--- src/rtl/io_timer.sv ---
// 8-bit prescaled timer on a 6-register bus window; read data is registered (1 cycle), writes act at the strobe edge.
// Top, match0 and match1 events latch sticky flags; pwm0/pwm1 compare outputs trail CNT by one cycle.
module io_timer #(
  parameter logic [15:0] BASE_ADDR = 16'h0020
) (
  input  logic        clk,
  input  logic        rst_n,
  input  logic [15:0] address,
  input  logic [7:0]  din,
  input  logic        w_en,
  input  logic        r_en,
  output logic [7:0]  dout,
  output logic        top_flag,
  output logic        match0_flag,
  output logic        match1_flag,
  input  logic        top_flag_clr,
  input  logic        match0_flag_clr,
  input  logic        match1_flag_clr,
  output logic        pwm0,
  output logic        pwm1
);

  logic [4:0] r_ctrl;
  logic [7:0] r_cnt;
  logic [7:0] r_top;
  logic [7:0] r_match0;
  logic [7:0] r_match1;
  logic [9:0] r_psc;
  logic       r_top_flag;
  logic       r_match0_flag;
  logic       r_match1_flag;
  logic       r_pwm0;
  logic       r_pwm1;
  logic [7:0] r_dout;

  logic [15:0] w_off;
  logic        w_sel;
  logic        w_wr;
  logic        w_rd;
  logic        w_wr_ctrl;
  logic        w_wr_cnt;
  logic        w_wr_flags;
  logic        w_en_cnt;
  logic [9:0]  w_div_m1;
  logic        w_tick;
  logic        w_evt;
  logic [7:0]  w_top_eff;
  logic [7:0]  w_cnt_nxt;
  logic [7:0]  w_rdata;
  logic        w_set_top;
  logic        w_set_m0;
  logic        w_set_m1;
  logic        w_clr_top;
  logic        w_clr_m0;
  logic        w_clr_m1;

  // Subtracting the base lets one unsigned compare cover both window edges.
  assign w_off      = address - BASE_ADDR;
  assign w_sel      = (w_off < 16'd6);
  assign w_wr       = w_en & w_sel;
  assign w_rd       = r_en & w_sel;
  assign w_wr_ctrl  = w_wr & (w_off[2:0] == 3'd0);
  assign w_wr_cnt   = w_wr & (w_off[2:0] == 3'd1);
  assign w_wr_flags = w_wr & (w_off[2:0] == 3'd5);

  assign w_en_cnt  = r_ctrl[0];
  assign w_top_eff = r_ctrl[4] ? r_match0 : r_top;

  always_comb begin
    w_div_m1 = 10'd0;
    case (r_ctrl[3:1])
      3'd0:    w_div_m1 = 10'd0;
      3'd1:    w_div_m1 = 10'd1;
      3'd2:    w_div_m1 = 10'd3;
      3'd3:    w_div_m1 = 10'd7;
      3'd4:    w_div_m1 = 10'd15;
      3'd5:    w_div_m1 = 10'd63;
      3'd6:    w_div_m1 = 10'd255;
      default: w_div_m1 = 10'd1023;
    endcase
  end

  assign w_tick = w_en_cnt & (r_psc == w_div_m1);
  // A CNT write on a tick edge suppresses that tick's flag evaluation.
  assign w_evt  = w_tick & ~w_wr_cnt;

  always_comb begin
    w_cnt_nxt = r_cnt;
    if (w_tick) begin
      w_cnt_nxt = (r_cnt == w_top_eff) ? 8'h00 : r_cnt + 8'd1;
    end
  end

  assign w_set_top = w_evt & (r_cnt == w_top_eff);
  assign w_set_m0  = w_evt & (r_cnt == r_match0);
  assign w_set_m1  = w_evt & (r_cnt == r_match1);
  assign w_clr_top = top_flag_clr    | (w_wr_flags & din[2]);
  assign w_clr_m0  = match0_flag_clr | (w_wr_flags & din[0]);
  assign w_clr_m1  = match1_flag_clr | (w_wr_flags & din[1]);

  always_comb begin
    w_rdata = 8'h00;
    case (w_off[2:0])
      3'd0:    w_rdata = {3'b000, r_ctrl};
      3'd1:    w_rdata = r_cnt;
      3'd2:    w_rdata = r_top;
      3'd3:    w_rdata = r_match0;
      3'd4:    w_rdata = r_match1;
      3'd5:    w_rdata = {5'b00000, r_top_flag, r_match1_flag, r_match0_flag};
      default: w_rdata = 8'h00;
    endcase
  end

  always_ff @(posedge clk or negedge rst_n) begin
    if (!rst_n) begin
      r_ctrl        <= 5'd0;
      r_cnt         <= 8'h00;
      r_top         <= 8'hFF;
      r_match0      <= 8'h00;
      r_match1      <= 8'h00;
      r_psc         <= 10'd0;
      r_top_flag    <= 1'b0;
      r_match0_flag <= 1'b0;
      r_match1_flag <= 1'b0;
      r_pwm0        <= 1'b0;
      r_pwm1        <= 1'b0;
      r_dout        <= 8'h00;
    end else begin
      r_dout <= w_rd ? w_rdata : 8'h00;

      if (w_wr_ctrl || !w_en_cnt || w_tick) r_psc <= 10'd0;
      else                                  r_psc <= r_psc + 10'd1;

      if (w_wr_cnt) r_cnt <= din;
      else          r_cnt <= w_cnt_nxt;

      if (w_wr_ctrl)                        r_ctrl   <= din[4:0];
      if (w_wr && (w_off[2:0] == 3'd2))     r_top    <= din;
      if (w_wr && (w_off[2:0] == 3'd3))     r_match0 <= din;
      if (w_wr && (w_off[2:0] == 3'd4))     r_match1 <= din;

      // Set has priority over a coincident clear.
      r_top_flag    <= w_set_top | (r_top_flag    & ~w_clr_top);
      r_match0_flag <= w_set_m0  | (r_match0_flag & ~w_clr_m0);
      r_match1_flag <= w_set_m1  | (r_match1_flag & ~w_clr_m1);

      r_pwm0 <= w_en_cnt & (r_cnt < r_match0);
      r_pwm1 <= w_en_cnt & (r_cnt < r_match1);
    end
  end

  assign dout        = r_dout;
  assign top_flag    = r_top_flag;
  assign match0_flag = r_match0_flag;
  assign match1_flag = r_match1_flag;
  assign pwm0        = r_pwm0;
  assign pwm1        = r_pwm1;

endmodule

--- config.mk ---
export PLATFORM = sky130hd
export DESIGN_NAME = io_timer
export DESIGN_NICKNAME = d
export VERILOG_FILES = /design/src/rtl/io_timer.sv
export SDC_FILE = /design/constraint.sdc
export NUM_CORES = 1
export LEC_CHECK = 0
export BUFFER_PORTS_ARGS = -buffer_cell sky130_fd_sc_hd__buf_2
export CORE_MARGIN = 1
export CORE_UTILIZATION = 50
export CTS_CLUSTER_SIZE = 20
export DETAILED_ROUTE_END_ITERATION = 10
export PLACE_DENSITY = 0.7
export RECOVER_POWER = 100
export SLEW_MARGIN = 20
export SYNTH_ARGS = -nofsm -noshare
export SYNTH_HDL_FRONTEND = slang
export SYNTH_SLANG_ARGS = --single-unit
--- constraint.sdc ---
create_clock -name clk -period 5.3 [get_ports clk]
set_clock_uncertainty 0.05 [all_clocks]
set_input_delay 1.06 -clock clk [delete_from_list [all_inputs] [get_ports clk]]
set_output_delay 1.06 -clock clk [all_outputs]
set_load 0.05 [all_outputs]
* Word level (Yosys, flattened, before mapping) *
Index checks and enable logic that the tools add are counted.

storage, ports and cells
  bits in registers = 60
  bits in latches = 0
  RAM bits = 0
  memory bits (read-only) = 0
  input port bits = 31
  output and inout bits = 13
  logic and storage cells = 78
  memories kept = 0

operators by class
  add/subtract/negate cells = 3
  multipliers = 0
  divide/modulo/power cells = 0
  magnitude comparators = 3
  equal/unequal tests = 15
  shift operators = 0
  muxes and demuxes = 8
  bitwise operators = 28
  reductions and logical operators = 9

operator list
  operator               number
  $pmux 10 s7            1
  $pmux 8 s6             1
  $mux 8                 5
  $eq 8x8->1             3
  $and 1x1->1            18
  $lt 16x3->1 const B    1
  $lt 8x8->1             2
  $sub 16x6->16 const B  1
  $eq 3x3->1 const B     5
  $eq 3x2->1 const B     4
  $add 10x1->10 const B  1
  $eq 10x10->1           1
  $mux 10                1
  $add 8x1->8 const B    1
  $eq 3x1->1 const B     2
  $logic_not 3->1        2
  $or 1x1->1             6
  $not 1->1              4
  $logic_and 1x1->1      3
  $logic_or 1x1->1       2
  $reduce_bool 2->1      1
  $logic_not 1->1        1

* Depth between registers and ports, before layout *
Gate-level depths: netlist of run 1.

  depth after elaboration = 9
  mapped depth = 10
  depth with buffers taken out = 8

* Least setup slack after synthesis of run 1 *
OpenSTA, ideal clock, no wires.

  path kind = input -> register
  start point = in address[5]
  end point = reg r_top[0]
  setup time = 82 ps
  arrival time = 3013 ps
  data required time = 5168 ps
  slack = 2154 ps
  stages = 8
  path buffers = 1
  cell sequence = inv_1 > ha_1 > nor4bb_1 > nand4_1 > a21o_1 > buf_6 > nor4b_4 > mux2_2

between the ends
  longest elaborated chain between the ends = 4

RTL lines
  item                    line  source
  start: declaration      8     input logic [15:0] address,
  $sub 16x6->16           58    assign w_off = address - BASE_ADDR;
  $lt 16x3->1             59    assign w_sel = (w_off < 16'd6);
  $and 1x1->1             60    assign w_wr = w_en & w_sel;
  $logic_and 1x1->1       138   if (w_wr && (w_off[2:0] == 3'd2)) r_top <= din;
  end signal: assignment  138
  end: declaration        25    logic [7:0] r_top;

Every way passes these cells.
A chain may end at the register's enable or synchronous reset.

* Worst setup path after layout of run 1 *
  start point = in address[5]
  end point = reg r_cnt[2]

between the ends
  longest elaborated chain between the ends = 5
  elaborated cells between the ends (all ways) = 6
  classes of those cells = 1 x add/sub; 1 x order compare; 1 x mux; 2 x bitwise; 1 x reduce/logical

RTL lines
  item                                                line  source
  $sub 16x6->16 *                                     58
  $lt 16x3->1 *                                       59
  $and 1x1->1 *                                       60
  $and 1x1->1 *                                       63    assign w_wr_cnt = w_wr & (w_off[2:0] == 3'd1);
  $mux 8 / $reduce_bool 2->1 (equally long branches)  -
  end signal: assignment                              134   if (w_wr_cnt) r_cnt <= din;
  end signal: assignment                              135   else r_cnt <= w_cnt_nxt;
  end: declaration                                    24    logic [7:0] r_cnt;

Mark *: on every way between the ends. The rest lies on a longest branch, timed or not.

==> impl_metrics.json, run 1 <==
{
  "fraction_of_the_cycle_the_final_worst_path_needs": 0.772,
  "cp-end-kind": "flip-flop",
  "fmaxAchievable_ghz": 0.244,
  "chipWidth_um": 88.1,
  "cp_data_arrival_time_ns": 4.25,
  "synth_fp_nets": 427,
  "cts-hold-fix-buffers": 0,
  "start_kind": "input port",
  "drc_errors": 0,
  "detail_route.vias_per_cell": 5.80,
  "cts_setup_buffers": 0,
  "hpwl_um": 6370,
  "synth.ff_latch_count": 60,
  "yosysSeqAreaShare": 0.407,
  "clk_root_buffer_cell": "clkbuf_8",
  "synthToLayoutAreaGrowth_pct": 11.0,
  "rows": 31,
  "initial_antenna_violation_count": 0,
  "hold-worst-slack_ns": 0.488,
  "finalHoldViolCount": 0,
  "routed_wl_um": 8770,
  "synth_async_sr_flop_share": 1.00,
  "final_sum_of_negative_setup_slack_ns": 0,
  "finalCriticalPeriod_ns": 4.09,
  "drt_pass1_iterations": 4,
  "synth-edff-count": 0,
  "result_of_the_run": "finished, violations left",
  "chipHeight_um": 88.1,
  "fraction_of_final_layout_cells_with_drive_strength_greater_than_1": 0.200,
  "num_vias": 3014,
  "max_stage_delay_ns": 1.60,
  "design.die.area_um2": 7770,
  "fillCellCount": 668,
  "number_of_levels_in_the_clock_h_tree": 3,
  "floorplan.io_pins": 44,
  "grt_max_degree": 61,
  "netlist_instances": 377,
  "yosysUniqueCellTypes": 52,
  "yosys_top_cell_area_share": 0.351,
  "relSlewSlack": -1.09,
  "report.power.total_mw": 0.900,
  "floorplan.core_area_um2": 7210,
  "antennaDiodeCount": 0,
  "critical-path-slowest-cell": "a211oi_1",
  "synthTopCellsByArea": "dfrtp_1, mux2_2, ha_1",
  "drt_iter0_drc": 259,
  "timing.setup.critical_path_class": "in -> reg",
  "global_route.overflow_total": 0,
  "timing.hold.worst.class": "reg -> reg",
  "grt_pass1_wl_um": 14200,
  "number_of_global_route_vias_before_repair": 2763,
  "multi_input_area_um2": 2010,
  "clkSlewWorstSetupHoldPaths_ns": 0.06,
  "p_leak_nw": 1.79,
  "cts-buffers-inserted": 9,
  "mappedNetlistArea_um2": 3710,
  "cp_data_required_time_ns": 5.45,
  "final_count_of_negative_setup_slack_endpoints": 0,
  "cp_cell_sequence": "clkbuf_1, inv_1, ha_1, nor4bb_1, nand4_1, a211oi_1, nor3_1, a32oi_1, o21ai_0",
  "max-cap-violations": 2,
  "synthDominantAreaCellType": "dfrtp_1",
  "synth.yosys.warnings": 0,
  "track_usage": 0.247,
  "post_cts_resize_count": 0,
  "vdd_ir_drop_max_mv": 0.101,
  "clk-insertion-delay-late_ns": 0.34,
  "tightest_slew_ns": 3.13,
  "setup_repair_after_global_routing_missed_its_margin": "no",
  "register_area_um2": 1510,
  "start_util": 0.514,
  "cts_max_path_buffers": 2,
  "cellPowerDensity_nw_per_um2": 219,
  "globalplace.congestion": 0.853,
  "final_antenna_net_count": 0,
  "critical_path.n_buffers_inverters": 2,
  "fin_nets": 466,
  "yosysMostFrequentCell": "dfrtp_1",
  "timing.critical_path.max_delay_family": "compound AO/OA/AOI/OAI gates",
  "routed_wire_length_per_instance_um": 16.9,
  "postSynth.topFlopCell": "dfrtp_1",
  "synth.top_cells.by_count": "dfrtp_1, nand2_1, inv_1, o21ai_0",
  "slew_violations": 79,
  "tritoncts_num_sinks": 60,
  "timing.critical_path.fanout_max": 17,
  "cts_tree": "built",
  "syn_avg_cell_area_um2": 9.84,
  "regToRegSetupSlack_ns": 2.80,
  "violations_in_the_final_reports": "capacitance limit, slew limit",
  "port_buffers": 43
}
sequential cells by signal (all words and copies together) (netlist names):
signal	cells
match0_flag	1
r_match0	8
top_flag	1
match1_flag	1
pwm0	1
r_top	8
pwm1	1
r_cnt	8
r_ctrl	5
r_match1	8
dout	8
r_psc	10
final cells by class:
class	count	share of cell area
Clock buffer	14	0.0419
Clock inverter	2	0.00243
Inverter	24	0.0219
Multi-Input combinational cell	276	0.487
Sequential cell	60	0.367
Tap cell	99	0.0301
Timing Repair Buffer	45	0.0498
routing by layer:
layer,up-vias,track usage,part of all wire
met5,-,0,0
met4,0,0.0748,0.017
met3,13,0.0594,0.060
met2,88,0.361,0.45
met1,1461,0.363,0.47
li1,1452,-,-
cells by family (layout without fill, tap and decap cells):
family	count (synthesis)	after routing	synth area share
XOR/XNOR	17	17	0.0401
AO/OA/AOI/OAI	77	77	0.132
AND/OR/NAND/NOR	122	122	0.174
multiplexers	41	41	0.135
buffers and inverters	41	85	0.0476
flip-flops	60	60	0.407
adder cells (fa/ha/maj)	19	19	0.0641
power by group:
part	leakage [nW]	internal, mW	switching (mW)	total (mW)
Clock	0.0965	0.207	0.179	0.386
Combinational	0.933	0.0192	0.0358	0.0550
Sequential	0.762	0.459	0.000598	0.459
worst paths after layout:
check,from,to,cells after the start
max,address[5],r_cnt[2],9
min,r_match1[2],r_match1[2],1
max reg2reg,r_ctrl[4],r_cnt[2],6
min reg2reg,r_match1[2],r_match1[2],1
max in group asynchronous,rst_n,r_psc[2],2
min in group asynchronous,rst_n,dout[5],2
layout by cell type, fill, tap and decap left out, types with 3 or more instances in the layout:
master    netlist  final
nand4_1         9      9
inv_1          24     24
nor2b_1         5      5
mux2_2         23     23
dfrtp_1        52     52
dfstp_2         8      8
or3_1           5      5
a32oi_1         6      6
buf_2           3     29
nand2_1        31     31
mux2i_1        13     13
a211oi_1        2      3
nand3b_1        3      3
a21oi_1        23     23
o21ai_0        24     24
nor3_1          7      8
and3_1          4      4
clkbuf_8        0     12
nand3_1        16     16
clkbuf_1        9     18
ha_1           19     19
nor4_1          9      9
mux4_2          5      5
xnor2_1        10     10
a31oi_1         4      4
xor2_1          7      7
nor2_1         21     21
through the flow:
| step | area (um^2) | setup slack [ns] | instances | utilization |
|---|---|---|---|---|
| after floorplan | 3710 | 2.15 | 377 | - |
| after global placement | 3980 | 1.52 | 504 | 0.551 |
| after detailed placement | 3980 | 1.55 | 504 | 0.551 |
| after CTS | 4160 | 1.91 | 520 | 0.577 |
| after global routing | 4120 | 0.926 | 520 | 0.571 |
| final | 4120 | 1.21 | 520 | 0.571 |
No activity file was read; power rests on OpenSTA's default activity.
==> run 2: changes to the inputs <==
--- a/config.mk
+++ b/config.mk
@@ -5,12 +5,13 @@
 export SDC_FILE = /design/constraint.sdc
 export NUM_CORES = 1
 export LEC_CHECK = 0
+export ABC_AREA = 1
 export BUFFER_PORTS_ARGS = -buffer_cell sky130_fd_sc_hd__buf_2
 export CORE_MARGIN = 1
 export CORE_UTILIZATION = 50
 export CTS_CLUSTER_SIZE = 20
 export DETAILED_ROUTE_END_ITERATION = 10
-export PLACE_DENSITY = 0.7
+export PLACE_DENSITY = 0.73
 export RECOVER_POWER = 100
 export SLEW_MARGIN = 20
 export SYNTH_ARGS = -nofsm -noshare
==> constraint.sdc (replaced) <==
create_clock -name clk -period 3.4 [get_ports clk]
set_clock_uncertainty 0.05 [all_clocks]
set_input_delay 0.68 -clock clk [delete_from_list [all_inputs] [get_ports clk]]
set_output_delay 0.68 -clock clk [all_outputs]
set_load 0.05 [all_outputs]
==> impl_metrics.json, run 2 <==
{
  "chipHeight_um": 89.6,
  "timing.hold.worst_endpoint": "r_top[6]",
  "cp_data_required_time_ns": 3.56,
  "port_buffers": 43,
  "design.die.area_um2": 8020,
  "synth-edff-count": 0,
  "cts_tree": "built",
  "regToRegSetupSlack_ns": 1.23,
  "reg2reg_depth": 9,
  "grt_max_degree": 40,
  "chipWidth_um": 89.6,
  "hold_path_startpoint": "r_top[6]",
  "final_antenna_net_count": 0,
  "clkSlewWorstSetupHoldPaths_ns": 0.07,
  "routed_wire_length_per_instance_um": 14.7,
  "synth_fp_nets": 565,
  "syn_avg_cell_area_um2": 7.44,
  "finalHoldViolCount": 0,
  "drt_pass1_iterations": 6,
  "synth.top_cells.by_count": "nand2_1, inv_1, dfrtp_1",
  "antennaDiodeCount": 0,
  "synth.ff_latch_count": 60,
  "yosysUniqueCellTypes": 34,
  "cts-hold-fix-buffers": 0,
  "num_vias": 3533,
  "fraction_of_the_cycle_the_final_worst_path_needs": 0.770,
  "cts_max_path_buffers": 2,
  "tritoncts_num_sinks": 60,
  "critical-path-slowest-cell": "nand3_1",
  "netlist_instances": 515,
  "worstReg2RegEnd": "r_psc[5]",
  "cp_data_arrival_time_ns": 2.78,
  "cp_cell_sequence": "clkbuf_1, inv_1, ha_1, nand2_1, nor2_1, nand3_1, nor3_1, and2_0, nand3_1, nand3_1, nor2_1",
  "mappedNetlistArea_um2": 3830,
  "layout_commonest_cell": "nand2_1",
  "slew_violations": 40,
  "final_count_of_negative_setup_slack_endpoints": 0,
  "p_leak_nw": 2.08,
  "synthToLayoutAreaGrowth_pct": 11.3,
  "timing.rr.start": "r_ctrl[3]",
  "drt_iter0_drc": 271,
  "yosysMostFrequentCell": "nand2_1",
  "cts-buffers-inserted": 9,
  "detail_route.vias_per_cell": 5.31,
  "max_stage_delay_ns": 0.41,
  "yosys_top_cell_area_share": 0.340,
  "synth_async_sr_flop_share": 1.00,
  "fin_nets": 611,
  "timing.critical_path.max_delay_family": "simple AND/OR/NAND/NOR gates",
  "timing.critical_path.fanout_max": 11,
  "floorplan.io_pins": 44,
  "number_of_levels_in_the_clock_h_tree": 3,
  "finalCriticalPeriod_ns": 2.62,
  "track_usage": 0.264,
  "violations_in_the_final_reports": "capacitance limit, slew limit",
  "vdd_ir_drop_max_mv": 0.186,
  "max_flop_register": "r_psc",
  "relSlewSlack": -0.392,
  "timing.setup.critical_path_class": "in -> reg",
  "start_util": 0.523,
  "clk_root_buffer_cell": "clkbuf_8",
  "grt_pass1_wl_um": 15800,
  "synthDominantAreaCellType": "dfrtp_1",
  "initial_antenna_violation_count": 0,
  "cellPowerDensity_nw_per_um2": 360,
  "yosysSeqAreaShare": 0.394,
  "setup_repair_after_global_routing_missed_its_margin": "no",
  "routed_wl_um": 9780,
  "critical_path.n_buffers_inverters": 2,
  "synth.yosys.warnings": 0,
  "post_cts_resize_count": 0,
  "timing.hold.worst.class": "reg -> reg",
  "hpwl_um": 7360,
  "fillCellCount": 706,
  "fmaxAchievable_ghz": 0.382,
  "tightest_slew_ns": 2.09,
  "cp-end-kind": "flip-flop",
  "clk-insertion-delay-late_ns": 0.34,
  "final_sum_of_negative_setup_slack_ns": 0,
  "number_of_flip_flops_in_the_largest_register": 10,
  "result_of_the_run": "finished, violations left",
  "globalplace.congestion": 0.987,
  "cts_setup_buffers": 0,
  "number_of_global_route_vias_before_repair": 3193,
  "whs_path_depth": 2,
  "post-place-cells": 649,
  "layout.cells.most_common_list": "nand2_1, inv_1, dfrtp_1",
  "rows": 31,
  "fin_cells": 665,
  "hold-worst-slack_ns": 0.431,
  "postSynth.topFlopCell": "dfrtp_1",
  "global_route.overflow_total": 0,
  "fraction_of_final_layout_cells_with_drive_strength_greater_than_1": 0.110,
  "floorplan.core_area_um2": 7330,
  "worst_path_most_repeated_cell": "nand3_1",
  "start_kind": "input port",
  "drc_errors": 0,
  "synthTopCellsByArea": "dfrtp_1, nand2_1, inv_1",
  "max-cap-violations": 1
}
## run 2: changes by cell type after synthesis, sizes merged, moves of 16 or more
cell,previous run,this run
o21ai,24,40
inv,24,87
nand2,31,138
nand3,16,41
mux2,23,0
nor2,21,37
## run 2: worst max path at each step
stage | from | to | slack [ns] | cells after the start
floorplan | address[5] | r_match0[3] | 1.16 | 12
global placement | address[5] | r_match1[5] | 0.76 | 12
detailed placement | address[5] | r_match1[7] | 0.67 | 14
CTS | address[5] | r_match1[7] | 1.0 | 14
global route | address[5] | r_psc[4] | 0.53 | 12
finish | address[5] | r_psc[5] | 0.78 | 11
## run 2: logic make-up (layout without fill, tap and decap cells)
group / after synthesis / count (layout) / synth area share
AO/OA/AOI/OAI: 76 / 76 / 0.120
XOR/XNOR: 17 / 17 / 0.0389
adder cells (fa/ha/maj): 19 / 19 / 0.0620
buffers and inverters: 99 / 150 / 0.106
flip-flops: 60 / 60 / 0.394
AND/OR/NAND/NOR: 244 / 244 / 0.279
## run 2: stage by stage
stage | instance area, um^2 | worst slack [ns] | util | power, mW
6_report | 4270 | 0.781 | 0.582 | 1.54
5_1_grt | 4270 | 0.532 | 0.582 | 1.59
4_1_cts | 4350 | 0.997 | 0.593 | 1.55
3_5_place_dp | 4120 | 0.673 | 0.562 | 0.809
3_3_place_gp | 4120 | 0.755 | 0.562 | 0.807
2_1_floorplan | 3830 | 1.16 | - | 0.757
## run 2: layer usage
layer,vias to the layer above,part of all wire,global-route usage
met3,11,0.053,0.0526
met4,0,0.011,0.0491
met5,-,0,0
met1,1650,0.44,0.343
li1,1749,-,-
met2,123,0.49,0.459
## run 2: worst min-delay path, stage by stage (launching register included)
cell and delay, ns:
dfstp_2 0.38, nand2_1 0.06, nand2_1 0.05
## run 2: area by class of cell
class	count	area (um^2)	share of cell area
multi-input cells	356	1860	0.435
flip-flops and latches	60	1510	0.354
inverters	87	327	0.0765
repair buffers	47	220	0.0516
clock buffers	12	155	0.0364
well taps	99	124	0.0290
clock inverters	4	72.6	0.0170
## run 2: where the power goes
part           switching, mW  internal, mW
clock network          0.294         0.452
logic                 0.0553        0.0223
registers           0.000144         0.714
total                  0.349          1.19
